### config.mk
export PLATFORM = sky130hd
export DESIGN_NAME = sipo_word_receiver
export DESIGN_NICKNAME = d
export VERILOG_FILES = /design/src/rtl/sipo_pkg.sv /design/src/rtl/sipo_word_receiver_shift_core.sv /design/src/rtl/sipo_word_receiver.sv
export SDC_FILE = /design/constraint.sdc
export NUM_CORES = 1
export LEC_CHECK = 0
export ABC_CLOCK_PERIOD_IN_PS = 2200
export CAP_MARGIN = 30
export CORE_MARGIN = 3
export CORE_UTILIZATION = 55
export CTS_BUF_LIST = sky130_fd_sc_hd__clkbuf_16
export DETAILED_ROUTE_END_ITERATION = 12
export PLACE_DENSITY_LB_ADDON = 0.1
export REMOVE_ABC_BUFFERS = 1
export SKIP_CTS_REPAIR_TIMING = 1
export SYNTH_ARGS = -nofsm -noshare
export SYNTH_HDL_FRONTEND = slang
export SYNTH_SLANG_ARGS = --single-unit
### constraint.sdc
create_clock -name clk -period 2.2 [get_ports clk]
set_clock_uncertainty 0.15 [all_clocks]
set_input_delay 0.44 -clock clk [delete_from_list [all_inputs] [get_ports clk]]
set_output_delay 0.44 -clock clk [all_outputs]
set_load 0.1 [all_outputs]
### src/rtl/sipo_pkg.sv
// Shared types and defaults for the serial-in/parallel-out word receiver.
package sipo_pkg;

    typedef enum logic {
        IDLE = 1'b0,
        RECV = 1'b1
    } state_t;

    // Shift direction encodings, matching the lsb_first input level.
    localparam logic DIR_MSB_FIRST = 1'b0;
    localparam logic DIR_LSB_FIRST = 1'b1;

    localparam int DEFAULT_WIDTH       = 4;
    localparam int DEFAULT_GAP_TIMEOUT = 16;

endpackage

### src/rtl/sipo_word_receiver_shift_core.sv
// Shift register with bidirectional insert and an output register that
// captures the (optionally complemented) finished word.
module sipo_shift_core
    import sipo_pkg::*;
#(
    parameter int WIDTH = DEFAULT_WIDTH
) (
    input  logic             clk,
    input  logic             reset_n,
    input  logic             i_load_first,
    input  logic             i_shift,
    input  logic             i_dir,
    input  logic             i_inv,
    input  logic             i_capture,
    input  logic             i_bit,
    output logic [WIDTH-1:0] o_data
);

    logic [WIDTH-1:0] r_sh;
    logic [WIDTH-1:0] w_base;
    logic [WIDTH-1:0] w_ins;

    // Insert the new bit into either an empty register (first bit) or the
    // running partial word, on the side selected by the direction.
    always_comb begin
        w_base = i_load_first ? '0 : r_sh;
        if (i_dir == DIR_LSB_FIRST) begin
            w_ins = {i_bit, w_base[WIDTH-1:1]};
        end else begin
            w_ins = {w_base[WIDTH-2:0], i_bit};
        end
    end

    // Shift register and output word; the output is taken from the insert
    // result so the last bit is included in the same edge.
    always_ff @(posedge clk or negedge reset_n) begin
        if (!reset_n) begin
            r_sh   <= '0;
            o_data <= '0;
        end else begin
            if (i_load_first || i_shift) begin
                r_sh <= w_ins;
            end
            if (i_capture) begin
                o_data <= i_inv ? ~w_ins : w_ins;
            end
        end
    end

endmodule

### src/rtl/sipo_word_receiver.sv
// Frames WIDTH serial bits into a word; aborts on restart or idle timeout.
module sipo_word_receiver
    import sipo_pkg::*;
#(
    parameter int WIDTH       = DEFAULT_WIDTH,
    parameter int GAP_TIMEOUT = DEFAULT_GAP_TIMEOUT
) (
    input  logic             clk,
    input  logic             reset_n,
    input  logic             frame_start,
    input  logic             serial_in,
    input  logic             bit_valid,
    input  logic             lsb_first,
    input  logic             invert_en,
    output logic [WIDTH-1:0] data_out,
    output logic             data_valid,
    output logic             busy,
    output logic             frame_err
);

    localparam int CNT_W = $clog2(WIDTH) + 1;
    localparam int GAP_W = $clog2(GAP_TIMEOUT) + 1;
    localparam logic [CNT_W-1:0] CNT_LAST  = CNT_W'(WIDTH - 1);
    localparam logic [GAP_W-1:0] GAP_LIMIT = GAP_W'(GAP_TIMEOUT);

    state_t           r_state;
    state_t           w_state_nxt;
    logic [CNT_W-1:0] r_cnt;
    logic [CNT_W-1:0] w_cnt_nxt;
    logic [GAP_W-1:0] r_gap;
    logic [GAP_W-1:0] w_gap_nxt;
    logic             r_lsb;
    logic             r_inv;
    logic             w_load_first;
    logic             w_shift;
    logic             w_capture;
    logic             w_abort;
    logic             w_dir;

    // State register.
    always_ff @(posedge clk or negedge reset_n) begin
        if (!reset_n) begin
            r_state <= IDLE;
        end else begin
            r_state <= w_state_nxt;
        end
    end

    // Next state and datapath strobes. A frame_start inside RECV takes
    // priority over completion: the bit always opens a new frame.
    always_comb begin
        w_state_nxt  = r_state;
        w_cnt_nxt    = r_cnt;
        w_gap_nxt    = r_gap;
        w_load_first = 1'b0;
        w_shift      = 1'b0;
        w_capture    = 1'b0;
        w_abort      = 1'b0;
        case (r_state)
            IDLE: begin
                if (bit_valid && frame_start) begin
                    w_load_first = 1'b1;
                    w_cnt_nxt    = CNT_W'(1);
                    w_gap_nxt    = '0;
                    w_state_nxt  = RECV;
                end
            end
            RECV: begin
                if (bit_valid && frame_start) begin
                    w_load_first = 1'b1;
                    w_abort      = 1'b1;
                    w_cnt_nxt    = CNT_W'(1);
                    w_gap_nxt    = '0;
                end else if (bit_valid) begin
                    w_shift   = 1'b1;
                    w_gap_nxt = '0;
                    if (r_cnt == CNT_LAST) begin
                        w_capture   = 1'b1;
                        w_cnt_nxt   = '0;
                        w_state_nxt = IDLE;
                    end else begin
                        w_cnt_nxt = r_cnt + 1'b1;
                    end
                end else begin
                    w_gap_nxt = r_gap + 1'b1;
                    if (w_gap_nxt == GAP_LIMIT) begin
                        w_abort     = 1'b1;
                        w_cnt_nxt   = '0;
                        w_state_nxt = IDLE;
                    end
                end
            end
            default: w_state_nxt = IDLE;
        endcase
    end

    // Counters, latched frame config and the one-cycle status pulses.
    always_ff @(posedge clk or negedge reset_n) begin
        if (!reset_n) begin
            r_cnt      <= '0;
            r_gap      <= '0;
            r_lsb      <= DIR_MSB_FIRST;
            r_inv      <= 1'b0;
            data_valid <= 1'b0;
            frame_err  <= 1'b0;
        end else begin
            r_cnt      <= w_cnt_nxt;
            r_gap      <= w_gap_nxt;
            data_valid <= w_capture;
            frame_err  <= w_abort;
            if (w_load_first) begin
                r_lsb <= lsb_first;
                r_inv <= invert_en;
            end
        end
    end

    // The first bit of a frame must use the live direction input, since the
    // latched copy only updates on that same edge.
    assign w_dir = w_load_first ? lsb_first : r_lsb;
    assign busy  = (r_state == RECV);

    sipo_shift_core #(
        .WIDTH(WIDTH)
    ) u_core (
        .clk         (clk),
        .reset_n     (reset_n),
        .i_load_first(w_load_first),
        .i_shift     (w_shift),
        .i_dir       (w_dir),
        .i_inv       (r_inv),
        .i_capture   (w_capture),
        .i_bit       (serial_in),
        .o_data      (data_out)
    );

endmodule

# ---- Word level (Yosys, flattened, before mapping)
# Index checks and enable logic that the tools add are counted.
dict set report op_classes {
  mux 31
  n_bitwise 2
  n_eq_ne 4
  n_reduce_logical 3
  addsub 2
}
# cell n
set ops {}
lappend ops {{1-bit two-way mux} 17}
lappend ops {{3-bit two-way mux} 5}
lappend ops {{5-bit two-way mux} 3}
lappend ops {{4-bit two-way mux} 3}
lappend ops {{5-bit one-hot mux with 2 select lines} 1}
lappend ops {{3-bit one-hot mux with 2 select lines} 1}
lappend ops {{5-bit by 1-bit adder with 5-bit output, second input constant} 1}
lappend ops {{5-bit == test, second input constant} 1}
lappend ops {{4-bit by 2-bit inequality test with 1-bit output, second input constant} 1}
lappend ops {{4-bit inverter} 1}
lappend ops {{3-bit by 1-bit adder with 3-bit output, second input constant} 1}
lappend ops {{3-bit by 2-bit == test with 1-bit output, second input constant} 1}
lappend ops {{2-bit inequality test, second input constant} 1}
lappend ops {{1-bit one-hot mux with 2 select lines} 1}
lappend ops {{2-bit AND reduction} 1}
lappend ops {{1-bit logical AND} 1}
lappend ops {{1-bit logical OR} 1}
lappend ops {{1-bit inverter} 1}
dict set report totals {
  word_cells 51
  input_bits 7
  out_inout_bits 7
  regBits 21
}

# ---- Longest topological paths before layout
dict set report logic_depth {
  ltp_word 6
  depth_mapped 5
}

# ---- Hierarchy
# A second synthesis with hierarchy kept.
dict set report hier_totals {
  cells_unflattened 122
  area_unflattened_um2 1187.4
}
# module seq_area_each_um2 area_each_um2 n_inst cells_each
set modules_own_cells {}
lappend modules_own_cells {sipo_word_receiver 325.3 729.4 1 75}
lappend modules_own_cells {sipo_shift_core 200.2 457.9 1 47}

# ---- Worst setup path after synthesis
# No wires, ideal clock.
dict set report synth_timing {
  kind {reg-to-reg}
  startpoint {register r_state, in the netlist busy}
  endpoint {register u_core.o_data[0]}
  arrival_time_ns 1.764
  period_less_slack_ns 2.041
  slack_ns 0.159
  path_stages_with_launch 4
  setup_time_ns 0.126
  required_ns 1.924
  cell_sequence {dfrtp_1 > nand2_1 > nor3_4 > mux2_4}
}
dict set report synth_via {
  elab_chain_len 1
}
# item line_no
set synth_lines {}
lappend synth_lines {{from (decl)} sipo_word_receiver.sv:26} ;# state_t r_state;
lappend synth_lines {{from (signal assigned)} sipo_word_receiver.sv:45} ;# r_state <= w_state_nxt;
lappend synth_lines {{1-bit two-way mux} sipo_word_receiver.sv:59} ;# case (r_state)
lappend synth_lines {{via u_core.i_capture} sipo_word_receiver_shift_core.sv:14} ;# input logic i_capture,
lappend synth_lines {{to (signal assigned)} sipo_word_receiver_shift_core.sv:45} ;# o_data <= i_inv ? ~w_ins : w_ins;
lappend synth_lines {{to (decl)} sipo_word_receiver_shift_core.sv:16} ;# output logic [WIDTH-1:0] o_data
# The timed path passes the listed nets, and every way through them passes these cells.
# A chain may end at the register's enable or synchronous reset.

# ---- Final worst setup path
dict set report layout_timing {
  startpoint {input bit_valid}
  endpoint {register u_core.o_data[3]}
}
dict set report layout_via {
  elab_chain_len 6
  elab_cells_between_ends 10
  cone_classes {8 x mux; 1 x bitwise; 1 x reduce/logical}
}
# item line_no
set layout_lines {}
lappend layout_lines {{from (decl)} sipo_word_receiver.sv:12} ;# input logic bit_valid,
lappend layout_lines {{1-bit logical AND} {sipo_word_receiver.sv:61, sipo_word_receiver.sv:69}}
lappend layout_lines {{1-bit two-way mux} {sipo_word_receiver.sv:61, sipo_word_receiver.sv:69}}
lappend layout_lines {{4-bit two-way mux / 1-bit two-way mux (equally long branches)} {sipo_word_receiver_shift_core.sv:26, sipo_word_receiver.sv:120}}
lappend layout_lines {{4-bit two-way mux} sipo_word_receiver_shift_core.sv:27} ;# if (i_dir == DIR_LSB_FIRST) begin
lappend layout_lines {{4-bit inverter} sipo_word_receiver_shift_core.sv:45}
lappend layout_lines {{4-bit two-way mux} sipo_word_receiver_shift_core.sv:45}
# Several ways; a longest one is shown, not always the timed one.

==> flow_metrics.env <==
export IMPL_status="complete, no violations"
export IMPL_cts_path_max_buffers=2
export IMPL_drive_above_1_share_pct=22.2
export IMPL_vias_per_cell=5.92
export IMPL_syn_area_sq_um=1150
export IMPL_die_area_sq_um=2680
export IMPL_synth_cells=110
export IMPL_boundaryPins=14
export IMPL_portBuffers=13
export IMPL_hold_path_class="reg -> reg"
export IMPL_holdWs_ns=0.384
export IMPL_gp_congestion=0.858
export IMPL_clock_latency_ns=0.25
export IMPL_hold_path_depth=2
export IMPL_track_usage_pct=20.2
export IMPL_synth_avg_cell_area_sq_um=10.5
export IMPL_hold_violations=0
export IMPL_post_route_period_util_pct=84.4
export IMPL_synth_edf_count=0
export IMPL_critPathArrivalTime_ns=1.84
export IMPL_hpwl_mm=1.68
export IMPL_cp_start_kind="input pin"
export IMPL_cap_viol_max_count=0
export IMPL_drt_wl_total_mm=2.25
export IMPL_ys_warn_count=0
export IMPL_grt_pass1_vias=845
export IMPL_synthArstFlopShare_pct=100
export IMPL_clockRootBuffer="clkbuf_16"
export IMPL_numCtsBuffers=3
export IMPL_dpl_instance_area_sq_um=1310
export IMPL_hp_start="r_cnt[2]"
export IMPL_postRouteAntennaNets=0
export IMPL_die_h_um=51.7
export IMPL_clkTransAtPathRegs_ns=0.06
export IMPL_htreeDepth=1
export IMPL_post_place_ws_ns=0.112
export IMPL_rr_endpoint="busy"
export IMPL_cp_end_kind="register"
export IMPL_cts_sinks=21
export IMPL_start_util_pct=62.5
export IMPL_setup_ws_ns=0.344
export IMPL_r2r_start="r_gap[0]"
export IMPL_final_common_cell="dfrtp_1"
export IMPL_cp_required_ns=2.19
export IMPL_fin_cells=151
export IMPL_slew_violations=0
export IMPL_multi_input_comb_area_sq_um=566
export IMPL_synthToLayoutAreaGrowth_pct=21.0
export IMPL_reg2reg_slack_ns=0.52
export IMPL_seqCellArea_sq_um=526
export IMPL_worst_pin_slew_ns=0.357
export IMPL_n_antenna_cell=0
export IMPL_fin_area_sq_um=1390
export IMPL_fin_crit_ns=1.86
export IMPL_overflow=0
export IMPL_grt_pass1_wl_mm=3.98
export IMPL_fillers=131
export IMPL_drc_errors=0
export IMPL_core_area_sq_um=1840
export IMPL_first_iter_violations=23
export IMPL_vdd_drop_max_mv=0.818
export IMPL_dp_cells=147
export IMPL_dr_pass1_iters=4
export IMPL_num_vias=894
export IMPL_synth_flop_cell="dfrtp_1"
export IMPL_clock_fmax_ghz=0.539
export IMPL_hold_end="r_cnt[2]"
export IMPL_setup_violations=0
export IMPL_nets=137
export IMPL_cts_tree="yes"
export IMPL_final_cell_mix="dfrtp_1 (21), buf_4 (12), a21oi_1 (7), o21ai_0 (7)"
export IMPL_wl_per_cell_um=14.9
export IMPL_pwr_density_cell_nw_per_um2=1210
export IMPL_ys_types=36
export IMPL_antenna_found_initial=0
export IMPL_std_cell_rows=15
export IMPL_crit_fanout=6
export IMPL_die_x_um=51.7
export IMPL_ys_ff_latch=21
export IMPL_setup_tns_ns=0
export IMPL_critical_path_class="in -> reg"
export IMPL_rsz0062_at_grt="no"
export IMPL_ys_seq_area_share_pct=45.7
export IMPL_power_leakage_nw=0.624
export IMPL_startpoint="bit_valid"
export IMPL_grt_max_degree=22
export IMPL_reg2reg_depth=5
export IMPL_max_slew_margin_pct=76.2
## worst max-delay path, stage by stage
cell             delay, ns
clkdlybuf4s50_1       0.59
and2_1                0.29
o21ai_2               0.11
xor2_1                0.14
mux2_4                0.26
## per-layer routing
metal | track usage, % | share of wire [%] | vias up
li1 | - | - | 436
met1 | 28.1 | 48 | 446
met2 | 31.4 | 48 | 10
met3 | 3.44 | 2.3 | 2
met4 | 7.86 | 0.76 | 0
met5 | 0 | 0 | -
## metrics by stage
stage | utilization [%] | power (mW)
after floorplan | - | 1.13
after global placement | 71.3 | 1.30
after detailed placement | 71.3 | 1.32
after CTS | 75.6 | 1.70
after global routing | 75.6 | 1.78
final | 75.6 | 1.69
## where the power goes
| part | internal (mW) | switching, mW |
|---|---|---|
| clock network | 0.244 | 0.130 |
| logic | 0.235 | 0.496 |
| registers | 0.482 | 0.101 |
| total | 0.960 | 0.727 |
## kinds of logic (layout without fill, tap and decap cells)
group	count (synthesis)	after routing	share of synthesized area (%)
AOI/OAI and AO/OA	34	34	19.5
and+or+nand+nor	24	24	11.8
DFF	21	21	45.7
buffers and inverters	12	28	5.11
muxes	11	11	10.9
xor gates and xnor gates	5	5	3.81
adders and majority gates	3	3	3.26
## Yosys cell counts (2+ instances only)
master	n	area [sq um]
dfrtp_1	21	526
a21oi_1	7	35.0
o21ai_0	7	35.0
nand2_1	6	22.5
nor2_1	6	22.5
buf_2	5	25.0
mux2i_1	5	50.1
inv_1	4	15.0
mux2_2	4	45.0
a22o_1	3	26.3
ha_1	3	37.5
o22ai_1	3	18.8
xnor2_1	3	26.3
a31oi_1	2	12.5
and2_1	2	12.5
mux2_4	2	30.0
nand4_1	2	12.5
nand4b_1	2	17.5
nor2b_1	2	12.5
o21ai_1	2	10.0
o21ai_2	2	17.5
o31ai_1	2	15.0
xor2_1	2	17.5
## area by class of cell
cell class	instances	share of cell area, %
Tap cell	25	2.25
Inverter	5	1.35
Multi-Input combinational cell	77	40.6
Clock buffer	3	5.40
Timing Repair Buffer	19	12.2
Sequential cell	21	37.8
Clock inverter	1	0.360
## state kept, by name, summed over array words and instances, names as in the netlist
name,cells
busy,1
data_valid,1
frame_err,1
r_cnt,3
r_gap,5
r_inv,1
r_lsb,1
u_core.o_data,4
u_core.r_sh,4
## worst max path at each step
stage / to / slack (ns)
after floorplan: u_core.o_data[0] / -0.18
after global placement: u_core.o_data[3] / 0.18
after detailed placement: u_core.o_data[3] / 0.11
after CTS: u_core.o_data[3] / 0.37
after global routing: u_core.o_data[2] / 0.26
final: u_core.o_data[3] / 0.34
No activity file was read; power rests on OpenSTA's default activity.
